[config.mk]
export PLATFORM = sky130hd
export DESIGN_NAME = sa_ram_80x17_rd_arb_flat
export DESIGN_NICKNAME = d
export VERILOG_FILES = /design/src/rtl/sa_ram_80x17_rd_arb_if.sv /design/src/rtl/sa_ram_80x17_rd_arb.sv /design/src/flat_wrapper.sv
export SDC_FILE = /design/constraint.sdc
export NUM_CORES = 1
export LEC_CHECK = 0
export CORE_MARGIN = 2
export CORE_UTILIZATION = 29
export CTS_BUF_LIST = sky130_fd_sc_hd__clkbuf_16
export DETAILED_ROUTE_END_ITERATION = 10
export PLACE_DENSITY_LB_ADDON = 0.08
export SETUP_SLACK_MARGIN = 0.1
export SLEW_MARGIN = 10
export SYNTH_ARGS = -nofsm -noshare
export SYNTH_HDL_FRONTEND = slang
export SYNTH_SLANG_ARGS = --single-unit
[constraint.sdc]
create_clock -name clk -period 4.6 [get_ports clk]
set_input_delay 0.92 -clock clk [delete_from_list [all_inputs] [get_ports clk]]
set_output_delay 0.92 -clock clk [all_outputs]
set_load 0.005 [all_outputs]
[src/rtl/sa_ram_80x17_rd_arb_if.sv]
// rtl/sa_ram_80x17_rd_arb_if.sv - macro-side port bundle of the 80x17 read arbiter
// master: controller side; slave: RAM macro side (returns the output-register data).
interface sa_ram_80x17_rd_arb_if #(
  parameter int AW = 7,
  parameter int DW = 17
);
  logic [AW-1:0] ram_ra;
  logic          ram_re;
  logic          ram_ore;
  logic [AW-1:0] ram_wa;
  logic          ram_we;
  logic [DW-1:0] ram_di;
  logic          ram_byp_sel;
  logic [DW-1:0] ram_dbyp;
  logic [31:0]   ram_pwrbus_ram_pd;
  logic [DW-1:0] ram_dout;

  modport master (
    output ram_ra,
    output ram_re,
    output ram_ore,
    output ram_wa,
    output ram_we,
    output ram_di,
    output ram_byp_sel,
    output ram_dbyp,
    output ram_pwrbus_ram_pd,
    input  ram_dout
  );

  modport slave (
    input  ram_ra,
    input  ram_re,
    input  ram_ore,
    input  ram_wa,
    input  ram_we,
    input  ram_di,
    input  ram_byp_sel,
    input  ram_dbyp,
    input  ram_pwrbus_ram_pd,
    output ram_dout
  );
endinterface

[src/rtl/sa_ram_80x17_rd_arb.sv]
// rtl/sa_ram_80x17_rd_arb.sv - round-robin read arbiter and pipeline sequencer for an 80x17 RAM
// Stage A mirrors the macro's latched read address; stage B mirrors its output register.
module sa_ram_80x17_rd_arb #(
  parameter int DEPTH = 80,
  parameter int AW    = 7,
  parameter int DW    = 17
) (
  input  logic          clk,
  input  logic          reset,
  input  logic          r0_req_vld,
  output logic          r0_req_rdy,
  input  logic [AW-1:0] r0_req_addr,
  input  logic          r1_req_vld,
  output logic          r1_req_rdy,
  input  logic [AW-1:0] r1_req_addr,
  input  logic          wr_vld,
  input  logic [AW-1:0] wr_addr,
  input  logic [DW-1:0] wr_data,
  output logic          rsp_vld,
  input  logic          rsp_rdy,
  output logic          rsp_id,
  output logic [DW-1:0] rsp_data,
  output logic          rsp_err,
  output logic          wr_err,
  output logic          busy,
  sa_ram_80x17_rd_arb_if.master ram
);

  localparam logic [AW-1:0] LIMIT = AW'(DEPTH);

  logic          a_vld;
  logic          a_id;
  logic          a_err;
  logic [AW-1:0] a_addr;
  logic          b_vld;
  logic          b_id;
  logic          b_err;
  logic          rr_last;

  logic          adv_b;
  logic          adv_a;
  logic          issue_ok;
  logic          issue;
  logic          gnt1;
  logic [AW-1:0] gnt_addr;
  logic          wr_ok;
  logic          collide;

  always_comb begin
    adv_b    = !b_vld || rsp_rdy;
    adv_a    = adv_b;
    issue_ok = !a_vld || adv_a;

    // Tie goes to the client that was not granted last.
    gnt1 = 1'b0;
    if (r0_req_vld && r1_req_vld) begin
      gnt1 = !rr_last;
    end else begin
      gnt1 = r1_req_vld;
    end
    gnt_addr = gnt1 ? r1_req_addr : r0_req_addr;
    issue    = issue_ok && (r0_req_vld || r1_req_vld);

    r0_req_rdy = issue && !gnt1;
    r1_req_rdy = issue && gnt1;
  end

  always_comb begin
    wr_ok   = wr_addr < LIMIT;
    collide = wr_vld && wr_ok && (wr_addr == a_addr);

    ram.ram_ra            = gnt_addr;
    ram.ram_re            = issue;
    ram.ram_ore           = a_vld && adv_a;
    ram.ram_wa            = wr_addr;
    ram.ram_we            = wr_vld && wr_ok;
    ram.ram_di            = wr_data;
    ram.ram_pwrbus_ram_pd = 32'd0;

    // The macro reads old contents at the capture edge, so a same-edge write is forwarded.
    // Out-of-range reads win over forwarding and return zero.
    ram.ram_byp_sel = 1'b0;
    ram.ram_dbyp    = '0;
    if (a_vld && adv_a) begin
      if (a_err) begin
        ram.ram_byp_sel = 1'b1;
        ram.ram_dbyp    = '0;
      end else if (collide) begin
        ram.ram_byp_sel = 1'b1;
        ram.ram_dbyp    = wr_data;
      end
    end
  end

  always_ff @(posedge clk) begin
    if (reset) begin
      a_vld   <= 1'b0;
      b_vld   <= 1'b0;
      rr_last <= 1'b1;
      wr_err  <= 1'b0;
    end else begin
      wr_err <= wr_vld && !wr_ok;

      if (issue) begin
        a_vld   <= 1'b1;
        rr_last <= gnt1;
      end else if (adv_a) begin
        a_vld <= 1'b0;
      end

      if (a_vld && adv_a) begin
        b_vld <= 1'b1;
      end else if (rsp_rdy) begin
        b_vld <= 1'b0;
      end
    end
  end

  always_ff @(posedge clk) begin
    if (issue) begin
      a_addr <= gnt_addr;
      a_id   <= gnt1;
      a_err  <= !(gnt_addr < LIMIT);
    end
    if (a_vld && adv_a) begin
      b_id  <= a_id;
      b_err <= a_err;
    end
  end

  assign rsp_vld  = b_vld;
  assign rsp_id   = b_id;
  assign rsp_err  = b_err;
  assign rsp_data = ram.ram_dout;
  assign busy     = a_vld || b_vld;

endmodule

[src/flat_wrapper.sv]
// flat-port wrapper written by rule: the top's interface ports become plain ports
module sa_ram_80x17_rd_arb_flat 
#(
  parameter int DEPTH = 80,
  parameter int AW    = 7,
  parameter int DW    = 17
)
  (clk, reset, r0_req_vld, r0_req_rdy, r0_req_addr, r1_req_vld, r1_req_rdy, r1_req_addr, wr_vld, wr_addr, wr_data, rsp_vld, rsp_rdy, rsp_id, rsp_data, rsp_err, wr_err, busy, ram_ram_ra, ram_ram_re, ram_ram_ore, ram_ram_wa, ram_ram_we, ram_ram_di, ram_ram_byp_sel, ram_ram_dbyp, ram_ram_pwrbus_ram_pd, ram_ram_dout);
  sa_ram_80x17_rd_arb_if #(.AW(AW), .DW(DW)) ram_i ();
  input  logic clk;
  input  logic reset;
  input  logic r0_req_vld;
  output logic r0_req_rdy;
  input  logic [AW-1:0] r0_req_addr;
  input  logic r1_req_vld;
  output logic r1_req_rdy;
  input  logic [AW-1:0] r1_req_addr;
  input  logic wr_vld;
  input  logic [AW-1:0] wr_addr;
  input  logic [DW-1:0] wr_data;
  output logic rsp_vld;
  input  logic rsp_rdy;
  output logic rsp_id;
  output logic [DW-1:0] rsp_data;
  output logic rsp_err;
  output logic wr_err;
  output logic busy;
  output wire logic [$bits(ram_i.ram_ra)-1:0] ram_ram_ra;
  output wire logic [$bits(ram_i.ram_re)-1:0] ram_ram_re;
  output wire logic [$bits(ram_i.ram_ore)-1:0] ram_ram_ore;
  output wire logic [$bits(ram_i.ram_wa)-1:0] ram_ram_wa;
  output wire logic [$bits(ram_i.ram_we)-1:0] ram_ram_we;
  output wire logic [$bits(ram_i.ram_di)-1:0] ram_ram_di;
  output wire logic [$bits(ram_i.ram_byp_sel)-1:0] ram_ram_byp_sel;
  output wire logic [$bits(ram_i.ram_dbyp)-1:0] ram_ram_dbyp;
  output wire logic [$bits(ram_i.ram_pwrbus_ram_pd)-1:0] ram_ram_pwrbus_ram_pd;
  input wire logic [$bits(ram_i.ram_dout)-1:0] ram_ram_dout;
  assign ram_ram_ra = ram_i.ram_ra;
  assign ram_ram_re = ram_i.ram_re;
  assign ram_ram_ore = ram_i.ram_ore;
  assign ram_ram_wa = ram_i.ram_wa;
  assign ram_ram_we = ram_i.ram_we;
  assign ram_ram_di = ram_i.ram_di;
  assign ram_ram_byp_sel = ram_i.ram_byp_sel;
  assign ram_ram_dbyp = ram_i.ram_dbyp;
  assign ram_ram_pwrbus_ram_pd = ram_i.ram_pwrbus_ram_pd;
  assign ram_i.ram_dout = ram_ram_dout;
  sa_ram_80x17_rd_arb #(.DEPTH(DEPTH), .AW(AW), .DW(DW)) u_core (.clk(clk), .reset(reset), .r0_req_vld(r0_req_vld), .r0_req_rdy(r0_req_rdy), .r0_req_addr(r0_req_addr), .r1_req_vld(r1_req_vld), .r1_req_rdy(r1_req_rdy), .r1_req_addr(r1_req_addr), .wr_vld(wr_vld), .wr_addr(wr_addr), .wr_data(wr_data), .rsp_vld(rsp_vld), .rsp_rdy(rsp_rdy), .rsp_id(rsp_id), .rsp_data(rsp_data), .rsp_err(rsp_err), .wr_err(wr_err), .busy(busy), .ram(ram_i));
endmodule
==> reports/qor.txt <==
Clock Tree Root: clkbuf_16
Max IR drop VDD: 0.205 mV
Relative area change from synthesis to final layout: 52.7%
GP Congestion: 0.773
Clock-pin slew reported for the worst setup and hold paths after clock tree synthesis: 0.05 ns
Part of the power in registers: 35.7%
Total number of yosys warnings: 0
Type of the most critical hold path: register to register
Initial Util: 30.2%
Share of total power in the clock network: 35.2%
Endpoint of the most critical register-to-register path: u_core.a_addr[5]
Leakage Power: 0.860 nW
Placeable core area: 4720 um2
Critical path depth in cells: 6
Worst slack at placement: 0.415 ns
Kind of critical path: primary input to primary output
Cell with the most instances after synthesis: buf_4
Worst Reg2Reg Path Length in Cells: 3
IO buf count: 102
Buf+Inv Stages, Crit Path: 2
Number of gates given a new drive strength after cts: 0
Gr usage total: 10.8%
Number of remaining DRC errors: 0
Worst-Skew Late Latency: 0.24 ns
Slew Limit Headroom: 58.6%
Final worst-path setup slack: 0.472 ns
Synthesized netlist cell count: 150
Minimum clock period: 4.13 ns
Post-route clock skew: 0.00388 ns
Critical R2R Launch: u_core.rr_last
End point of the critical path: ram_ram_dbyp[3]
Unrepaired setup endpoints after global routing: no
Max-cap violations: 0
Total wirelength of the detailed-routed design: 3.35 mm
Post-Route Setup TNS: 0 ns
Async set or reset register ratio after synthesis: 0%
Switching power share of the total: 21.3%
Post-layout net count: 276
Number of antenna violations at the first check in global routing: 0
Die boundary width: 74.2 um
Final count of hold timing violations: 0
Reg-to-reg setup timing slack: 3.20 ns
Synth area leader: buf_4
Final setup violating endpoints: 0
Post-route fraction of the period consumed by the critical path: 89.7%
CTS tree: done
Sequential share of the synthesized area: 28.7%
Gate power share: 29.1%
Antenna fix cells: 0
Via count of the first global-routing pass: 1011
Unique masters post-synth: 30
Mapped Area: 1430 um2
Biggest fanout along the worst timing path: 17
Detail Placement HPWL: 3.11 mm
Number of clock sinks seen by CTS: 15
Post-CTS setup-driven buffer insertion count: 0
Max Transition Viols Final: 0
CTS max path bufs: 2
First-pass iteration count of the detailed router: 2
Post-synth top area share: 38.4%
Tightest Pin Transition: 0.616 ns
Post-cts hold buffer count: 0
ANT nets after route: 0
Biggest cell delay along the critical path: 0.62 ns
Standard-cell rows: 25
Number of vias per cell: 3.74
Achievable Freq: 0.242 GHz
Count of H-tree levels built during CTS: 1
Wire length of the first global-routing pass: 4.63 mm
Cell-by-cell listing of the critical path: clkdlybuf4s50_1 > o21ai_0 > nand2_1 > nor4_4 > and2_2 > clkdlybuf4s50_1
Crit-path slowest cell: nor4_4
Number of enable-type register cells in the synthesized netlist: 11
Int Pwr: 0.365 mW
Via count: 1052
Die area: 5500 um2
Critical path startpoint: wr_addr[5]
Reported net switching power: 0.0987 mW
Y dimension of the die: 74.2 um
Inserted Clock Buffers: 3
Initial drt markers: 2
Most numerous cell types in the synthesized netlist: buf_4 (73), and2_2 (13), edfxtp_1 (11), mux2_2 (7), xnor2_1 (7)
Filler Cells Inserted: 448
Power Density: 213 nW/um2
Mean Syn Cell Area: 9.52 um2
Hold Slack: 0.430 ns
Overflow left after global routing: 0
Count of pins on the block boundary: 169
Kind of cell adding the most delay to the critical path: simple AND/OR/NAND/NOR gates
Data arrival time of the worst path: 3.21 ns
Multi-input combinational cell area: 566 um2
Routed length per instance: 11.9 um
Number of storage elements in the synthesis netlist: 15
Dominant cell type by count on the critical path: clkdlybuf4s50_1
Final Total Pwr: 0.463 mW
Nature of the critical path startpoint: primary input
Dominant synthesized flop cell: edfxtp_1
Pin count of the biggest net entering global routing: 18
Outcome: completed
Share of layout cells above drive strength 1: 14.5%
Area taken by flip-flops and latches: 410 um2
Data required time at the worst endpoint: 3.68 ns
CP Capture Type: primary output
Dominant cells by area after synthesis: buf_4 (38%), edfxtp_1 (23%), and2_2 (6.8%)
==> per-layer routing <==
layer	global-route usage [%]	wire length (um)
met2	22.1	1900
met4	1.82	0
met5	0	0
met1	11.2	1100
met3	2.03	346
==> layout by cell type (no fill, tap or decap), drive strengths merged, types with 3 or more instances in the layout <==
cell type / instances
mux2: 7
clkbuf: 3
nor2: 3
clkdlybuf4s50: 102
xnor2: 7
a21oi: 3
conb: 32
edfxtp: 11
o21ai: 3
dfxtp: 4
and2: 18
==> metrics by stage <==
stage / cells / area (um2) / utilization [%]
floorplan: 181 / 1540 / -
detailed placement: 277 / 2100 / 44.5
CTS: 281 / 2180 / 46.1
finish: 281 / 2180 / 46.1
global placement: 277 / 2100 / 44.5
global route: 281 / 2180 / 46.1
==> worst register-to-register path: stages, from the launching register on <==
cell      delay (ns)
dfxtp_1         0.31
a21boi_0        0.22
buf_4           0.23
mux2_2          0.37
==> flip-flops by register name (all words and copies together), names as in the netlist <==
| name | cells |
|---|---|
| u_core.a_id | 1 |
| u_core.rsp_vld | 1 |
| u_core.a_addr | 7 |
| u_core.a_vld | 1 |
| u_core.rsp_id | 1 |
| u_core.rr_last | 1 |
| u_core.a_err | 1 |
| u_core.rsp_err | 1 |
| u_core.wr_err | 1 |
==> final cells by class <==
type / instances / area share (%)
Clock buffer: 3 / 3.44
Clock inverter: 1 / 0.230
Inverter: 1 / 0.172
Multi-Input combinational cell: 90 / 25.9
Sequential cell: 15 / 18.8
Tap cell: 67 / 3.85
Timing Repair Buffer: 104 / 47.5
==> kinds of logic (layout without fill, tap and decap cells) <==
kind of cell    after synthesis  count (layout)  synth area share, %
simple gates                 34              34                 17.2
mux                           7               7                 5.52
other cells                   1              32                0.263
buf+inv                      76             109                 39.8
xor+xnor                      7               7                 4.29
flops                        15              15                 28.7
compound gates               10              10                 4.21
==> power groups by stage <==
stage / sequential [mW] / clock [mW] / combinational [mW]
global placement: 0.168 / 0 / 0.136
detailed placement: 0.168 / 0 / 0.135
CTS: 0.166 / 0.166 / 0.136
global route: 0.167 / 0.172 / 0.148
floorplan: 0.167 / 0 / 0.0880
finish: 0.165 / 0.163 / 0.135
==> worst min path at each step <==
stage / from / endpoint / depth (start not counted)
after floorplan: u_core.a_id / u_core.rsp_id / 0
after global placement: u_core.a_id / u_core.rsp_id / 0
after detailed placement: u_core.a_id / u_core.rsp_id / 0
after CTS: u_core.a_id / u_core.rsp_id / 0
after global routing: u_core.a_id / u_core.rsp_id / 0
final: u_core.a_id / u_core.rsp_id / 0
No activity file was read; power rests on OpenSTA's default activity.
